## src/rtl/i2c_pkg.sv

```systemverilog
// Shared I2C definitions: one-hot primary FSM states, quarter-slot encoding and ACK/NACK levels.
package i2c_pkg;

    localparam int unsigned NumStates = 13;

    typedef enum logic [NumStates-1:0] {
        StIdle  = 13'h0001,
        StStart = 13'h0002,
        StAddr  = 13'h0004,
        StAckA  = 13'h0008,
        StWrHi  = 13'h0010,
        StAckHi = 13'h0020,
        StWrLo  = 13'h0040,
        StAckLo = 13'h0080,
        StRdHi  = 13'h0100,
        StMack  = 13'h0200,
        StRdLo  = 13'h0400,
        StMnack = 13'h0800,
        StStop  = 13'h1000
    } state_e;

    typedef enum logic [1:0] {
        QtrQ0 = 2'd0,
        QtrQ1 = 2'd1,
        QtrQ2 = 2'd2,
        QtrQ3 = 2'd3
    } quarter_e;

    localparam logic [2:0] BitMsb = 3'd7;
    localparam logic       Ack    = 1'b0;
    localparam logic       Nack   = 1'b1;

    // SCL is low for the first half of every data, ack and stop slot.
    function automatic logic scl_level(quarter_e qtr);
        return (qtr == QtrQ2) || (qtr == QtrQ3);
    endfunction

endpackage

```

## src/rtl/i2c_primary_if.sv

```systemverilog
// Host request/status and two-wire bus signals of the I2C primary.
interface i2c_primary_if;

    logic        start_stb;
    logic        rnw;
    logic [6:0]  i2c_addr;
    logic [15:0] wr_data;
    logic        sda_in;
    logic        scl;
    logic        sda_out;
    logic        sda_oe;
    logic [15:0] rd_data;
    logic        busy;
    logic        done;
    logic        nack_err;

    modport master (
        input  start_stb, rnw, i2c_addr, wr_data, sda_in,
        output scl, sda_out, sda_oe, rd_data, busy, done, nack_err
    );

    modport slave (
        output start_stb, rnw, i2c_addr, wr_data, sda_in,
        input  scl, sda_out, sda_oe, rd_data, busy, done, nack_err
    );

endinterface

```

## src/rtl/i2c_slot_timer.sv

```systemverilog
// Quarter-bit timebase: splits each bit slot into four quarters of Quarter clock cycles.
module i2c_slot_timer
    import i2c_pkg::*;
#(
    parameter int unsigned Quarter = 2
) (
    input  logic     clk_i,
    input  logic     rst_i,
    input  logic     run_i,
    output quarter_e qtr_nxt_o,
    output logic     slot_end_o,
    output logic     q0_start_o,
    output logic     sample_pulse_o
);

    localparam int unsigned     CntW   = (Quarter > 1) ? $clog2(Quarter) : 1;
    localparam logic [CntW-1:0] CntMax = CntW'(Quarter - 1);

    logic [CntW-1:0] cnt_q, cnt_d;
    quarter_e        qtr_q, qtr_d;
    logic [1:0]      qtr_inc;
    logic            cnt_first, cnt_last;

    assign cnt_first = (cnt_q == '0);
    assign cnt_last  = (cnt_q == CntMax);
    assign qtr_inc   = 2'(qtr_q) + 2'd1;

    // Idle holds the timer at Q0 so a new slot always starts on a clean boundary.
    always_comb begin
        cnt_d = '0;
        qtr_d = QtrQ0;
        if (run_i) begin
            cnt_d = cnt_last ? '0 : cnt_q + CntW'(1);
            qtr_d = cnt_last ? quarter_e'(qtr_inc) : qtr_q;
        end
    end

    always_ff @(posedge clk_i) begin
        if (rst_i) begin
            cnt_q <= '0;
            qtr_q <= QtrQ0;
        end else begin
            cnt_q <= cnt_d;
            qtr_q <= qtr_d;
        end
    end

    assign qtr_nxt_o      = qtr_d;
    assign slot_end_o     = run_i && (qtr_q == QtrQ3) && cnt_last;
    assign q0_start_o     = run_i && (qtr_q == QtrQ0) && cnt_first;
    assign sample_pulse_o = run_i && (qtr_q == QtrQ3) && cnt_first;

endmodule

```

## src/rtl/i2c_primary.sv

```systemverilog
// I2C primary: one 16-bit read or write per request, with START/STOP generation and NACK reporting.
module i2c_primary
    import i2c_pkg::*;
#(
    parameter int unsigned Quarter = 2
) (
    input logic           clk_i,
    input logic           rst_i,
    i2c_primary_if.master bus_io
);

    state_e      state_q, state_d;
    logic [2:0]  bit_q, bit_d;
    logic        rnw_q;
    logic [6:0]  addr_q;
    logic [15:0] wr_q, hold_q, hold_d, rd_data_q;
    logic        nack_q, done_q, busy_q, scl_q, sda_q, oe_q;
    logic        scl_d, sda_d, oe_d;
    logic [7:0]  tx_byte;
    logic        running, accept, in_byte, in_ack, nack_hit, nack_now, stop_end;
    logic        slot_end, q0_start, sample_pulse;
    quarter_e    qtr_nxt;

    assign running = (state_q != StIdle);

    i2c_slot_timer #(
        .Quarter(Quarter)
    ) u_timer (
        .clk_i          (clk_i),
        .rst_i          (rst_i),
        .run_i          (running),
        .qtr_nxt_o      (qtr_nxt),
        .slot_end_o     (slot_end),
        .q0_start_o     (q0_start),
        .sample_pulse_o (sample_pulse)
    );

    assign accept   = (state_q == StIdle) && bus_io.start_stb;
    assign in_byte  = state_q inside {StAddr, StWrHi, StWrLo, StRdHi, StRdLo};
    assign in_ack   = state_q inside {StAckA, StAckHi, StAckLo};
    assign nack_hit = in_ack && sample_pulse && (bus_io.sda_in == Nack);
    assign nack_now = nack_q || nack_hit;
    assign stop_end = (state_q == StStop) && slot_end;

    always_comb begin
        state_d = state_q;
        if (slot_end) begin
            unique case (state_q)
                StStart: state_d = StAddr;
                StAddr:  if (bit_q == '0) state_d = StAckA;
                StAckA:  state_d = nack_now ? StStop : (rnw_q ? StRdHi : StWrHi);
                StWrHi:  if (bit_q == '0) state_d = StAckHi;
                StAckHi: state_d = nack_now ? StStop : StWrLo;
                StWrLo:  if (bit_q == '0) state_d = StAckLo;
                StAckLo: state_d = StStop;
                StRdHi:  if (bit_q == '0) state_d = StMack;
                StMack:  state_d = StRdLo;
                StRdLo:  if (bit_q == '0) state_d = StMnack;
                StMnack: state_d = StStop;
                default: state_d = StIdle;
            endcase
        end else if (accept) begin
            state_d = StStart;
        end
    end

    // The 3-bit index wraps from 0 back to MSB as each byte ends.
    assign bit_d = (in_byte && slot_end) ? bit_q - 3'd1 : bit_q;

    always_comb begin
        hold_d = hold_q;
        if (q0_start && (state_q == StRdHi) && (bit_q == BitMsb)) begin
            hold_d = '0;
        end else if (sample_pulse && (state_q inside {StRdHi, StRdLo})) begin
            hold_d = {hold_q[14:0], bus_io.sda_in};
        end
    end

    always_comb begin
        unique case (state_d)
            StAddr:  tx_byte = {addr_q, rnw_q};
            StWrHi:  tx_byte = wr_q[15:8];
            default: tx_byte = wr_q[7:0];
        endcase
    end

    // Bus outputs are decoded from the next state so the registers line up with the slot.
    always_comb begin
        scl_d = 1'b1;
        sda_d = 1'b1;
        oe_d  = 1'b0;
        unique case (state_d)
            StIdle: begin
            end
            StStart: begin
                oe_d  = 1'b1;
                sda_d = (qtr_nxt == QtrQ0) || (qtr_nxt == QtrQ1);
            end
            StAddr, StWrHi, StWrLo: begin
                scl_d = scl_level(qtr_nxt);
                oe_d  = 1'b1;
                sda_d = tx_byte[bit_d];
            end
            StMack, StMnack: begin
                scl_d = scl_level(qtr_nxt);
                oe_d  = 1'b1;
                sda_d = (state_d == StMack) ? Ack : Nack;
            end
            StStop: begin
                scl_d = scl_level(qtr_nxt);
                oe_d  = 1'b1;
                sda_d = (qtr_nxt == QtrQ3);
            end
            default: begin
                scl_d = scl_level(qtr_nxt);
            end
        endcase
    end

    always_ff @(posedge clk_i) begin
        if (rst_i) begin
            state_q   <= StIdle;
            bit_q     <= BitMsb;
            rnw_q     <= 1'b0;
            addr_q    <= '0;
            wr_q      <= '0;
            hold_q    <= '0;
            rd_data_q <= '0;
            nack_q    <= 1'b0;
            done_q    <= 1'b0;
            busy_q    <= 1'b0;
            scl_q     <= 1'b1;
            sda_q     <= 1'b1;
            oe_q      <= 1'b0;
        end else begin
            state_q <= state_d;
            bit_q   <= bit_d;
            hold_q  <= hold_d;
            scl_q   <= scl_d;
            sda_q   <= sda_d;
            oe_q    <= oe_d;
            done_q  <= stop_end;
            busy_q  <= (state_d != StIdle);
            if (accept) begin
                rnw_q  <= bus_io.rnw;
                addr_q <= bus_io.i2c_addr;
                wr_q   <= bus_io.wr_data;
                nack_q <= 1'b0;
            end else if (nack_hit) begin
                nack_q <= 1'b1;
            end
            if (stop_end && rnw_q && !nack_q) begin
                rd_data_q <= hold_q;
            end
        end
    end

    assign bus_io.scl      = scl_q;
    assign bus_io.sda_out  = sda_q;
    assign bus_io.sda_oe   = oe_q;
    assign bus_io.rd_data  = rd_data_q;
    assign bus_io.busy     = busy_q;
    assign bus_io.done     = done_q;
    assign bus_io.nack_err = nack_q;

endmodule

```

## src/flat_wrapper.sv

```systemverilog
// flat-port wrapper written by rule: the top's interface ports become plain ports
module i2c_primary_flat import i2c_pkg::*;
#(
    parameter int unsigned Quarter = 2
)
  (clk_i, rst_i, bus_io_start_stb, bus_io_rnw, bus_io_i2c_addr, bus_io_wr_data, bus_io_sda_in, bus_io_scl, bus_io_sda_out, bus_io_sda_oe, bus_io_rd_data, bus_io_busy, bus_io_done, bus_io_nack_err);
  i2c_primary_if bus_io_i ();
  input logic clk_i;
  input logic rst_i;
  input wire logic [$bits(bus_io_i.start_stb)-1:0] bus_io_start_stb;
  input wire logic [$bits(bus_io_i.rnw)-1:0] bus_io_rnw;
  input wire logic [$bits(bus_io_i.i2c_addr)-1:0] bus_io_i2c_addr;
  input wire logic [$bits(bus_io_i.wr_data)-1:0] bus_io_wr_data;
  input wire logic [$bits(bus_io_i.sda_in)-1:0] bus_io_sda_in;
  output wire logic [$bits(bus_io_i.scl)-1:0] bus_io_scl;
  output wire logic [$bits(bus_io_i.sda_out)-1:0] bus_io_sda_out;
  output wire logic [$bits(bus_io_i.sda_oe)-1:0] bus_io_sda_oe;
  output wire logic [$bits(bus_io_i.rd_data)-1:0] bus_io_rd_data;
  output wire logic [$bits(bus_io_i.busy)-1:0] bus_io_busy;
  output wire logic [$bits(bus_io_i.done)-1:0] bus_io_done;
  output wire logic [$bits(bus_io_i.nack_err)-1:0] bus_io_nack_err;
  assign bus_io_i.start_stb = bus_io_start_stb;
  assign bus_io_i.rnw = bus_io_rnw;
  assign bus_io_i.i2c_addr = bus_io_i2c_addr;
  assign bus_io_i.wr_data = bus_io_wr_data;
  assign bus_io_i.sda_in = bus_io_sda_in;
  assign bus_io_scl = bus_io_i.scl;
  assign bus_io_sda_out = bus_io_i.sda_out;
  assign bus_io_sda_oe = bus_io_i.sda_oe;
  assign bus_io_rd_data = bus_io_i.rd_data;
  assign bus_io_busy = bus_io_i.busy;
  assign bus_io_done = bus_io_i.done;
  assign bus_io_nack_err = bus_io_i.nack_err;
  i2c_primary #(.Quarter(Quarter)) u_core (.clk_i(clk_i), .rst_i(rst_i), .bus_io(bus_io_i));
endmodule
```

## config.mk

```make
export PLATFORM = sky130hd
export DESIGN_NAME = i2c_primary_flat
export DESIGN_NICKNAME = d
export VERILOG_FILES = /design/src/rtl/i2c_pkg.sv /design/src/rtl/i2c_primary_if.sv /design/src/rtl/i2c_slot_timer.sv /design/src/rtl/i2c_primary.sv /design/src/flat_wrapper.sv
export SDC_FILE = /design/constraint.sdc
export NUM_CORES = 1
export LEC_CHECK = 0
export CAP_MARGIN = 20
export CELL_PAD_IN_SITES_DETAIL_PLACEMENT = 1
export CELL_PAD_IN_SITES_GLOBAL_PLACEMENT = 2
export CORE_MARGIN = 10
export CORE_UTILIZATION = 33
export CTS_CLUSTER_SIZE = 14
export DETAILED_ROUTE_END_ITERATION = 6
export PLACE_DENSITY_LB_ADDON = 0.2
export SLEW_MARGIN = 20
export SYNTH_ARGS = -nofsm -noshare
export SYNTH_HDL_FRONTEND = slang
export SYNTH_SLANG_ARGS = --single-unit
export TNS_END_PERCENT = 1
```

## constraint.sdc

```tcl
create_clock -name clk_i -period 3.95 [get_ports clk_i]
set_clock_uncertainty 0.2 [all_clocks]
set_input_delay 0.79 -clock clk_i [delete_from_list [all_inputs] [get_ports clk_i]]
set_output_delay 0.79 -clock clk_i [all_outputs]
set_load 0.1 [all_outputs]
```

==> results <==
flip-flops by register name, summed over array words and instances, names as in the netlist, 2 cells and up:
| register | count |
|---|---|
| u_core.wr_q | 16 |
| u_core.bus_io.rd_data | 16 |
| u_core.u_timer.qtr_q | 2 |
| u_core.addr_q | 7 |
| u_core.state_q | 13 |
| u_core.hold_q | 16 |
| u_core.bit_q | 3 |
logic make-up (layout without fill, tap and decap cells):
family          after synthesis  in the layout  share of synthesized area [%]
simple gates                282            282                          31.65
compound gates              147            147                          22.25
flops                        81             81                          36.46
buf+inv                      54            105                          4.923
xor+xnor                     11             11                          2.166
fa+ha+maj                     5              5                          1.406
mux                           5              5                          1.153
cell type report:
| class | count | share of cell area (%) |
|---|---|---|
| Multi-Input combinational cell | 450 | 47.36 |
| Sequential cell | 81 | 29.26 |
| Timing Repair Buffer | 79 | 12.78 |
| Clock buffer | 9 | 4.063 |
| Tap cell | 176 | 3.973 |
| Clock inverter | 7 | 1.896 |
| Inverter | 10 | 0.6772 |
timing repair:
| item | 4_1_cts | 5_1_grt |
|---|---|---|
| setup endpoints to repair | 0 | 1 |
| resized for setup | 0 | 2 |
| hold buffers | 0 | 0 |
critical path, delay by kind of cell (launching register included):
family,cells,cell delay (ns)
AO/OA/AOI/OAI,6,1.61
flip-flops,1,0.49
multiplexers,1,0.40
AND/OR/NAND/NOR,2,0.89
final timing paths:
kind / from / endpoint / slack (ns)
min: u_core.bus_io.rd_data[11]$_SDFFE_PP0P_ / u_core.bus_io.rd_data[11]$_SDFFE_PP0P_ / 0.25
max reg2reg: u_core.state_q[1]$_SDFF_PP0_ / u_core.bus_io.sda_out$_SDFF_PP1_ / 0.27
min reg2reg: u_core.bus_io.rd_data[11]$_SDFFE_PP0P_ / u_core.bus_io.rd_data[11]$_SDFFE_PP0P_ / 0.25
max: u_core.state_q[1]$_SDFF_PP0_ / u_core.bus_io.sda_out$_SDFF_PP1_ / 0.27
through the flow:
step           cells  utilization [%]  worst slack (ns)  total power [uW]
4_1_cts          812            41.77            0.1707              2050
6_report         812            41.86            0.2678              2024
3_5_place_dp     796            39.28            0.1959              1100
5_1_grt          812            41.86           0.01540              2111
3_3_place_gp     796            39.28            0.1778              1098
2_1_floorplan    585                -            0.8360              1004
layer usage:
layer / wire (um) / up-vias / global-route usage [%]
met4: 218 / 0 / 5.385
met5: 0 / - / 0
li1: - / 2205 / -
met3: 803 / 18 / 4.982
met1: 7288 / 2226 / 22.07
met2: 7946 / 106 / 29.05
Yosys cell counts (all sizes together) (5+ instances only):
| master | count | area, um2 |
|---|---|---|
| or4 | 5 | 41.29 |
| inv | 10 | 37.54 |
| buf | 10 | 53.80 |
| nand2 | 141 | 529.3 |
| nand4 | 12 | 75.07 |
| nor3 | 15 | 80.08 |
| o41ai | 5 | 62.56 |
| ha | 5 | 62.56 |
| a21oi | 69 | 345.3 |
| nand3 | 11 | 55.05 |
| clkbuf | 34 | 127.6 |
| nor4 | 17 | 133.9 |
| o22ai | 5 | 31.28 |
| nor2 | 35 | 131.4 |
| and3 | 6 | 37.54 |
| o31ai | 5 | 37.54 |
| o21ai | 10 | 50.04 |
| and2 | 6 | 40.04 |
| xnor2 | 6 | 52.55 |
| dfxtp | 81 | 1622 |
| a211oi | 5 | 37.54 |
| a31o | 6 | 52.55 |
| nand2b | 5 | 31.28 |
| a31oi | 8 | 65.06 |
| xor2 | 5 | 43.79 |
| or2 | 6 | 37.54 |
power breakdown:
group          total [uW]  internal [uW]  switching [uW]  leakage (uW)
clock network         943            565             378      0.000159
registers             862            841            21.4      0.000657
logic                 218           85.5             132       0.00112
total                2020           1490             532       0.00193
==> summary.txt <==
Routing
  • DR iter-0 viols: about 380
  • Vias per cell: approximately 5.6
  • Final wirelength: approximately 16000 um
  • DRT antenna net count: 0
  • Vias: around 4600
  • Drt pass-1 iters: 5
  • Wire per inst: approximately 20 um
  • DRC: 0

Hold path
  • Hold Crit Depth: 2
  • Hold Crit Class: register to register

Timing
  • Final hold violations: 0
  • Final setup vio count: 0
  • Achievable clock frequency: around 270 MHz
  • Slew margin rel.: 33.76%
  • Final critical-path share of the clock period: 93.22%
  • Pins Over Slew Limit: 0
  • Actual slew at the worst max-slew pin: between 0.9 and 1 ns
  • Post-layout minimum cycle time: roughly 3.7 ns
  • RSZ-0062 raised after global routing: false
  • WHS: roughly 0.25 ns
  • Setup TNS: 0 ns

Layout
  • Post-route cell area: 5543 um2
  • Final antenna diode count: 0
  • Fillers: about 1700
  • Nets: roughly 660
  • Layout area overhead: 24.61%
  • Multi-input logic area: between 2000 and 3000 um2
  • Most common cell after layout, fill and taps aside: nand2_1
  • Register area: ~1600 um2
  • Commonest cells after routing, fill and taps aside: 141 x nand2_1, 81 x dfxtp_1, 69 x a21oi_1
  • Layout cells sized above 1: 11.79%

Clock tree
  • CTS tree: built
  • Clock Sinks: 81
  • Clock buffer count from CTS: 9
  • Root Buffer: clkbuf_16
  • Clk_lat worst skew: about 0.35 ns
  • CTS clk-pin slew, worst paths: 0.07 ns
  • Post CTS Setup Buffer Count: 0
  • CTS Buffer Depth: 2
  • H-Tree Depth: 3

Logic synthesis
  • Post-synth net total: between 600 and 700
  • Synth Area per Inst: 7.603 um2
  • Sequential share of the synthesized area: a little over a third
  • Synthesized cell area: around 4400 um2
  • Post-synth EDFFs: 0
  • Ys flop type: dfxtp_1
  • Register bit total from synthesis: 81
  • Cells after synthesis: between 500 and 600
  • Netlist cell types: between 70 and 80
  • Ys Warns: 0
  • Ys async rst share: 0%

GRT
  • Antenna violations before repair: 0
  • Vias in the first global route: around 4600
  • First-pass GRT wire length: between 20000 and 30000 um
  • Largest net degree at the start of global routing: 44
  • Remaining global-route overflow: 0
  • Total GRT Usage: between 10% and 20%

Run
  • # Max-Cap Violations: 0

Place
  • Post-DP HPWL: between 10000 and 15000 um
  • DP Area: about 5200 um2
  • Placer Congestion: around 0.96
  • Port Buffers: slightly below 50

Power and ir drop
  • VDD IR-drop max: 0.2321 mV
  • P per Cell Area: 365.1 nW/um2
  • Static Leak: around 0.0019 uW

Status
  • Outcome: completed

Die
  • Boundary Pins: 50
  • Row cnt: 42
  • Starting Density: about a third
  • Die width: between 100 and 150 um
  • Die H: 136.1 um
  • Die area: 18520 um2
  • Core ar.: roughly 13000 um2

Worst setup path
  • Worst setup SP type: register
  • CP Class: register to register
  • Worst path max stage delay: roughly 0.53 ns
  • WP data required: just over 4 ns
  • Critical Path End Type: register
  • Slowest CP cell: nor4_4
  • Critical-path cell list: nor4_4 -> nand4_1 -> a31oi_4 -> mux2i_1 -> a31oi_1 -> a2111o_1 -> a2111oi_2 -> o211ai_1 -> o21ai_1
  • Critical path fanouts, max: 14
  • Critical Path AT: around 3.8 ns
  • Reg2Reg Depth: 9
(Power assumes the default switching activity.)
